## config.mk

```make
export PLATFORM = sky130hd
export DESIGN_NAME = inst_encoder
export DESIGN_NICKNAME = d
export VERILOG_FILES = /design/src/rtl/inst_encoder.sv
export SDC_FILE = /design/constraint.sdc
export NUM_CORES = 1
export LEC_CHECK = 0
export CORE_ASPECT_RATIO = 1.4
export CORE_MARGIN = 2
export CORE_UTILIZATION = 40
export CTS_BUF_LIST = sky130_fd_sc_hd__clkbuf_2
export DETAILED_ROUTE_END_ITERATION = 10
export GPL_TIMING_DRIVEN = 0
export PLACE_DENSITY = 0.68
export SLEW_MARGIN = 0
export SYNTH_ARGS = -nofsm -noshare
export SYNTH_HDL_FRONTEND = slang
export SYNTH_SLANG_ARGS = --single-unit
```

## constraint.sdc

```tcl
create_clock -name clk -period 7.95 [get_ports clk]
set_clock_uncertainty 0.1 [all_clocks]
set_input_delay 1.1925 -clock clk [delete_from_list [all_inputs] [get_ports clk]]
set_output_delay 1.1925 -clock clk [all_outputs]
set_load 0.05 [all_outputs]
```

## src/rtl/inst_encoder.sv

```systemverilog
// inst_encoder: streaming RISC-V instruction encoder, the inverse of the core's
// immediate generator. It takes decoded fields and a full 32-bit immediate,
// range-checks the immediate for the chosen format and packs the instruction
// word. Each word is emitted with an instruction-memory write address.
// Encode errors substitute a NOP and are recorded in sticky/counter status.
//
// Ports:
//   clk, rst            clock (rising edge), asynchronous active-high reset
//   in_valid/in_ready   input handshake for in_fmt/opcode/funct3/rd/rs1/rs2/imm
//   out_valid/out_ready output handshake for out_ins/out_addr/out_err
//   clr_err             clears err_sticky and err_cnt
//   err_sticky, err_cnt error since reset/clear, saturating error count
//   rt_mismatch, rt_fail  (only with INST_ENCODER_ROUNDTRIP_EN) re-extraction check
//
// Optional feature macro: INST_ENCODER_ROUNDTRIP_EN

`ifndef Ext_ImmI
`define Ext_ImmI 3'b000
`endif
`ifndef Ext_ImmS
`define Ext_ImmS 3'b001
`endif
`ifndef Ext_ImmB
`define Ext_ImmB 3'b010
`endif
`ifndef Ext_ImmU
`define Ext_ImmU 3'b011
`endif
`ifndef Ext_ImmJ
`define Ext_ImmJ 3'b100
`endif

module inst_encoder #(
    parameter int unsigned ADDR_W    = 10,
    parameter int unsigned BASE_ADDR = 0,
    parameter int unsigned ADDR_STEP = 4
) (
    input  logic              clk,
    input  logic              rst,
    input  logic              in_valid,
    output logic              in_ready,
    input  logic [2:0]        in_fmt,
    input  logic [6:0]        in_opcode,
    input  logic [2:0]        in_funct3,
    input  logic [4:0]        in_rd,
    input  logic [4:0]        in_rs1,
    input  logic [4:0]        in_rs2,
    input  logic [31:0]       in_imm,
    output logic              out_valid,
    input  logic              out_ready,
    output logic [31:0]       out_ins,
    output logic [ADDR_W-1:0] out_addr,
    output logic              out_err,
    input  logic              clr_err,
    output logic              err_sticky,
    output logic [7:0]        err_cnt
`ifdef INST_ENCODER_ROUNDTRIP_EN
    ,
    output logic              rt_mismatch,
    output logic              rt_fail
`endif
);

    localparam logic [31:0] NOP_INS = 32'h0000_0013;

    // Stage 1 registers
    logic        s1_valid;
    logic [2:0]  s1_fmt;
    logic [6:0]  s1_opcode;
    logic [2:0]  s1_funct3;
    logic [4:0]  s1_rd;
    logic [4:0]  s1_rs1;
    logic [4:0]  s1_rs2;
    logic [31:0] s1_imm;

    logic        s2_adv;
    logic        s1_move;
    logic        enc_err;
    logic [31:0] enc_raw;
    logic [31:0] enc_ins;

    assign s2_adv   = !out_valid || out_ready;
    assign in_ready = !s1_valid || s2_adv;
    assign s1_move  = s1_valid && s2_adv;

    // Stage 1: capture the input fields
    always_ff @(posedge clk or posedge rst) begin
        if (rst) begin
            s1_valid  <= 1'b0;
            s1_fmt    <= '0;
            s1_opcode <= '0;
            s1_funct3 <= '0;
            s1_rd     <= '0;
            s1_rs1    <= '0;
            s1_rs2    <= '0;
            s1_imm    <= '0;
        end else if (in_ready) begin
            s1_valid <= in_valid;
            if (in_valid) begin
                s1_fmt    <= in_fmt;
                s1_opcode <= in_opcode;
                s1_funct3 <= in_funct3;
                s1_rd     <= in_rd;
                s1_rs1    <= in_rs1;
                s1_rs2    <= in_rs2;
                s1_imm    <= in_imm;
            end
        end
    end

    // Range check and scatter of the immediate into instruction bits
    always_comb begin
        enc_err = 1'b0;
        enc_raw = '0;
        case (s1_fmt)
            `Ext_ImmI: begin
                enc_err = !((&s1_imm[31:11]) || !(|s1_imm[31:11]));
                enc_raw = {s1_imm[11:0], s1_rs1, s1_funct3, s1_rd, s1_opcode};
            end
            `Ext_ImmS: begin
                enc_err = !((&s1_imm[31:11]) || !(|s1_imm[31:11]));
                enc_raw = {s1_imm[11:5], s1_rs2, s1_rs1, s1_funct3, s1_imm[4:0], s1_opcode};
            end
            `Ext_ImmB: begin
                enc_err = !((&s1_imm[31:12]) || !(|s1_imm[31:12])) || s1_imm[0];
                enc_raw = {s1_imm[12], s1_imm[10:5], s1_rs2, s1_rs1, s1_funct3,
                           s1_imm[4:1], s1_imm[11], s1_opcode};
            end
            `Ext_ImmU: begin
                enc_err = |s1_imm[11:0];
                enc_raw = {s1_imm[31:12], s1_rd, s1_opcode};
            end
            `Ext_ImmJ: begin
                enc_err = !((&s1_imm[31:20]) || !(|s1_imm[31:20])) || s1_imm[0];
                enc_raw = {s1_imm[20], s1_imm[10:1], s1_imm[11], s1_imm[19:12],
                           s1_rd, s1_opcode};
            end
            default: begin
                enc_err = 1'b1;
                enc_raw = '0;
            end
        endcase
        enc_ins = enc_err ? NOP_INS : enc_raw;
    end

    // Stage 2: output word, held while the consumer stalls
    always_ff @(posedge clk or posedge rst) begin
        if (rst) begin
            out_valid <= 1'b0;
            out_ins   <= '0;
            out_err   <= 1'b0;
        end else if (s2_adv) begin
            out_valid <= s1_valid;
            if (s1_valid) begin
                out_ins <= enc_ins;
                out_err <= enc_err;
            end
        end
    end

    // Write address advances on every accepted output word
    always_ff @(posedge clk or posedge rst) begin
        if (rst) begin
            out_addr <= ADDR_W'(BASE_ADDR);
        end else if (out_valid && out_ready) begin
            out_addr <= out_addr + ADDR_W'(ADDR_STEP);
        end
    end

    // Error accounting as a word enters stage 2; a clear that coincides with a
    // new error leaves exactly that one error recorded.
    always_ff @(posedge clk or posedge rst) begin
        if (rst) begin
            err_sticky <= 1'b0;
            err_cnt    <= '0;
        end else if (clr_err) begin
            err_sticky <= s1_move && enc_err;
            err_cnt    <= (s1_move && enc_err) ? 8'd1 : 8'd0;
        end else if (s1_move && enc_err) begin
            err_sticky <= 1'b1;
            if (err_cnt != 8'hFF) begin
                err_cnt <= err_cnt + 8'd1;
            end
        end
    end

`ifdef INST_ENCODER_ROUNDTRIP_EN
    logic [31:0] rt_imm;
    logic        rt_bad;

    // Re-extract the immediate as the core's immediate generator would
    always_comb begin
        rt_imm = '0;
        case (s1_fmt)
            `Ext_ImmI: rt_imm = {{20{enc_ins[31]}}, enc_ins[31:20]};
            `Ext_ImmS: rt_imm = {{20{enc_ins[31]}}, enc_ins[31:25], enc_ins[11:7]};
            `Ext_ImmB: rt_imm = {{20{enc_ins[31]}}, enc_ins[7], enc_ins[30:25],
                                 enc_ins[11:8], 1'b0};
            `Ext_ImmU: rt_imm = {enc_ins[31:12], 12'b0};
            `Ext_ImmJ: rt_imm = {{12{enc_ins[31]}}, enc_ins[19:12], enc_ins[20],
                                 enc_ins[30:21], 1'b0};
            default:   rt_imm = '0;
        endcase
        rt_bad = s1_move && !enc_err && (rt_imm != s1_imm);
    end

    always_ff @(posedge clk or posedge rst) begin
        if (rst) begin
            rt_mismatch <= 1'b0;
            rt_fail     <= 1'b0;
        end else begin
            if (s2_adv) begin
                rt_mismatch <= rt_bad;
            end
            if (clr_err) begin
                rt_fail <= rt_bad;
            end else if (rt_bad) begin
                rt_fail <= 1'b1;
            end
        end
    end
`endif

endmodule

```

# [After elaboration in Yosys (flattened, before gate mapping)]
# Index checks and enable logic that the tools add are counted.
[word_totals] ff_bits=114 in_bits=65 output_inout_bits=54 word_cells=62
[classes] add_sub_neg=2 n_eq_ne=5 mux=9 reduce_logical=32
[op_table] cell="$pmux W32 S5" n=1
[op_table] cell="$mux W32" n=1
[op_table] cell="$mux W8" n=3
[op_table] cell="$reduce_or A12 Y1" n=2
[op_table] cell="$reduce_and A21 Y1" n=1
[op_table] cell="$reduce_or A21 Y1" n=1
[op_table] cell="$reduce_and A20 Y1" n=1
[op_table] cell="$reduce_or A20 Y1" n=1
[op_table] cell="$reduce_and A12 Y1" n=1
[op_table] cell="$add A10 B3 Y10 const B" n=1
[op_table] cell="$add A8 B1 Y8 const B" n=1
[op_table] cell="$logic_not A1 Y1" n=8
[op_table] cell="$ne A8 B8 Y1 const B" n=1
[op_table] cell="$logic_or A1 B1 Y1" n=7
[op_table] cell="$eq A3 B2 Y1 const B" n=2
[op_table] cell="$reduce_and A2 Y1" n=3
[op_table] cell="$pmux W1 S4" n=1
[op_table] cell="$reduce_bool A2 Y1" n=2
[op_table] cell="$eq A3 B1 Y1 const B" n=1
[op_table] cell="$eq A3 B3 Y1 const B" n=1
[op_table] cell="$logic_and A1 B1 Y1" n=3
[op_table] cell="$logic_not A3 Y1" n=1
[op_table] cell="$mux W1" n=3
[op_table] cell="$reduce_or A2 Y1" n=1

# [Logic depth before layout (Yosys ltp)]
[depth] depth_word=9 mapped_depth=9

# [Least setup slack after synthesis]
# Ideal clock, no wire load.
[synth_path] path_kind="input port to output port" from="input out_ready" to="output in_ready" t_arrival_ns=1.681 t_required_ns=6.658 path_slack_ns=4.976 cell_stages=1 cell_sequence="nand3b_1"
[synth_between] elab_chain_cells=2
[synth_lines] item="start: declaration" line_no="50" rtl="input logic out_ready,"
[synth_lines] item="$logic_or A1 B1 Y1" line_no="82" rtl="assign s2_adv = !out_valid || out_ready;"
[synth_lines] item="$logic_or A1 B1 Y1" line_no="83" rtl="assign in_ready = !s1_valid || s2_adv;"
[synth_lines] item="end: declaration" line_no="41" rtl="output logic in_ready,"
# Every way passes these cells.

# [Worst setup path in the final report]
# Same ends and word-level chain as after synthesis.

==> results summary <==
The total setup violations reported at the end of the flow is 0. The number of violations of the max-capacitance limit came out at 0. The worst setup path is captured at an output port. Dividing the final minimum period by the clock period gives 0.500.

The insertion delay to the later sink of the worst-skew pair came out at 590 ps. The number of buffers created by CTS is 9. The wire length per cell is 17.3 µm. The critical path goes through clkdlybuf4s50_1 -> nand3b_1 -> clkdlybuf4s50_1.

The number of placed I/O pins is 119. The top flip-flop cell by instance count after synthesis is dfrtp_1. The post-route cell area is 0.00664 mm².

The achievable clock frequency is 251 MHz. The async set or reset register ratio after synthesis is 1.00. The largest fanout on the critical path is 4. The post-synthesis register bit count is 112. The initial antenna violation count is 1. The die covers 0.0139 mm². The power density normalized to cell area is 224 mW/mm². The number of global-route vias before repair is 4105. The largest single stage delay on the critical path is 810 ps.

For this run, design rule violations remaining after detail routing come to 0. The count of flip-flops with a built-in enable after synthesis is 0. The required time at the endpoint of the critical path is 6660 ps. The residual antenna-violating net count after detailed routing is 0.

The area share of the leading cell type in the synthesized netlist came out at 0.542. The first TritonRoute pass finished after 5 iterations. TritonCTS built the clock tree. Clock tree synthesis found a total of 112 sinks. The placed instance area is 0.00656 mm². The clock period minus final worst setup slack is 3980 ps.

The area growth from synthesis to layout came out at 28.5%. Measured along the y axis, the die boundary spans 139 µm. Hold repair after CTS inserted 0 buffers. The largest net degree at the start of global routing is 66. The final count of pins violating max slew came out at 0.

The row count came out at 49. The commonest cells after synthesis are dfrtp_1 (112), mux2_2 (69), nand2_1 (61). Synthesis produced 472 cells.

In this run, the number of DRC markers left after iteration 0 of detailed routing was 151. The clock transition time at the flip-flop clock pins of the worst setup and hold paths is 270 ps. The first-pass GRT wire length came out at 21300 µm. The area of the core is 0.0128 mm². Setup repair after global routing left no endpoint under its margin. The critical path starts at out_ready. STA puts the critical path data arrival time at 2680 ps. The max-slew headroom at the worst pin came out at 0.451. The detail-routed via count per cell came out at 5.43. The most repeated cell in the gate-level netlist after synthesis is dfrtp_1. The buffers inserted during post-CTS setup optimization is 0.

In this run the critical register-to-register path is launched from s1_imm[31]. The clock passes through at most 2 buffers. The worst hold slack across all endpoints came out at 392 ps. The flow ran to the end, and the final reports show no timing, DRC or antenna violations. The fill cell instance count of the final layout is 1164. The number of buffer cells added on primary ports came out at 116. The worst setup path is of the in -> out kind. The slowest stage of the critical path belongs to the cell clkdlybuf4s50_1. In this design, the largest share of critical-path delay is due to buffers and inverters. The die is 100 µm wide.

Ranked by total cell area, the synthesized netlist is headed by dfrtp_1 (54%), mux2_2 (15%), nand2_1 (4.4%). At the end of routability-driven placement, the weighted congestion stood at 0.834. The setup slack at placement is 3970 ps. The final net count came out at 668. The number of unique standard cell types used by synthesis came out at 43. Global routing finished with a remaining overflow of 0. The fraction of the yosys area taken by sequential cells came out at 0.542. The final layout contains routed wiring with a total length of 13200 µm.

The placed wire-length estimate after detailed placement came out at 10200 µm. The source of the worst hold timing path is out_addr[9]. The total global-route track usage came out at 0.197. The count of instances resized after the clock tree is built came out at 0.

The maximum vdd ir drop is 108 µV. The class of the worst hold path is reg -> reg. The number of warnings issued by yosys is 0. The via total after detailed routing is 4125. The post-synthesis instance area is 0.00517 mm². The sort of element at the start of the critical path is a primary input. In the final layout, the share of cells above drive strength 1 is 0.152. The most numerous cell on the critical path is clkdlybuf4s50_1. The post-route setup TNS is 0 ps. In this run the clock root is driven by a clkbuf_2. The leakage power figure came out at 2.68 nW. The initial utilization of the core area, before any placement, comes to 0.406. The H-tree depth is 3. The number of buffer and inverter instances along the worst setup path came out at 2. For the pin with the worst max-slew slack, the measured transition is 824 ps. The number of hold violations in the final report came out at 0. The library cell occupying the most area in the post-synthesis netlist is dfrtp_1. The worst setup margin came out at 3970 ps.

The post-synthesis average cell area is 11.0 µm².
[stage by stage]
| stage | power (mW) | std cells | utilization |
|---|---|---|---|
| global route | 1.57 | 760 | 0.521 |
| finish | 1.48 | 760 | 0.521 |
| floorplan | 1.08 | 473 | - |
| detailed placement | 1.28 | 743 | 0.514 |
| global placement | 1.26 | 742 | 0.512 |
| CTS | 1.50 | 759 | 0.521 |
[worst reg2reg max path, stage by stage, from the launching register on]
cell	delay (ps)
dfrtp_1	500
nand4_1	110
or3_1	440
nor3_1	250
a2111o_1	210
o21ai_1	170
clkbuf_1	290
o31ai_1	320
[worst paths after layout]
path	to	slack, ps	cells after the start
max	in_ready	3970	3
min in group asynchronous	err_cnt[1]	980	2
min reg2reg	out_addr[9]	390	1
min	out_addr[9]	390	1
max reg2reg	out_ins[11]	5510	7
max in group asynchronous	s1_funct3[0]	6060	3
[power breakdown]
group | total, mW | internal [mW] | switching, mW
Clock | 0.217 | 0.0381 | 0.179
Sequential | 0.734 | 0.655 | 0.0783
Combinational | 0.534 | 0.215 | 0.319
[routing by layer]
layer	up-vias	GRT usage	share of wire
met5	-	0	0
met4	0	0.0786	0.027
met3	26	0.0262	0.037
met2	121	0.348	0.53
met1	2041	0.241	0.41
li1	1937	-	-
[logic make-up after synthesis]
group,synth area share
and+or+nand+nor,0.137
DFF,0.542
AOI/OAI and AO/OA,0.119
muxes,0.156
buffers and inverters,0.0269
xor gates and xnor gates,0.0136
adders and majority gates,0.00484
other,0.000725
[state kept, by name (all words and copies together), names as in the netlist]
| signal | flops |
|---|---|
| out_valid | 1 |
| out_addr | 8 |
| out_ins | 32 |
| s1_opcode | 7 |
| s1_imm | 32 |
| out_err | 1 |
| s1_rd | 5 |
| err_sticky | 1 |
| s1_rs1 | 5 |
| s1_rs2 | 5 |
| s1_funct3 | 3 |
| s1_valid | 1 |
| s1_fmt | 3 |
| err_cnt | 8 |
[layout by cell type (no fill, tap or decap), drive strengths merged, types with 3 or more instances in the layout]
cell | Yosys | layout
clkdlybuf4s50 | 0 | 116
dfrtp | 112 | 112
mux2 | 70 | 70
nand2 | 61 | 61
a21oi | 30 | 30
clkbuf | 17 | 26
nor2 | 23 | 23
o31ai | 22 | 22
o21ai | 18 | 18
nor2b | 16 | 16
a22oi | 15 | 15
buf | 12 | 13
nor4 | 8 | 8
nand4 | 8 | 8
nand2b | 7 | 7
xnor2 | 6 | 6
nand3 | 6 | 6
nor3 | 6 | 6
clkinv | 0 | 6
o22ai | 5 | 5
inv | 3 | 3
and2 | 3 | 3
[area by class of cell]
class | count | area, µm² | area share
Sequential cell | 112 | 2800 | 0.422
Multi-Input combinational cell | 329 | 2230 | 0.336
Timing Repair Buffer | 117 | 1190 | 0.179
Tap cell | 153 | 191 | 0.0288
Buffer | 29 | 128 | 0.0192
Clock buffer | 9 | 45.0 | 0.00678
Clock inverter | 7 | 38.8 | 0.00584
Inverter | 3 | 13.8 | 0.00207
Antenna cell | 1 | 2.50 | 0.000377
No activity file was read; power rests on OpenSTA's default activity.
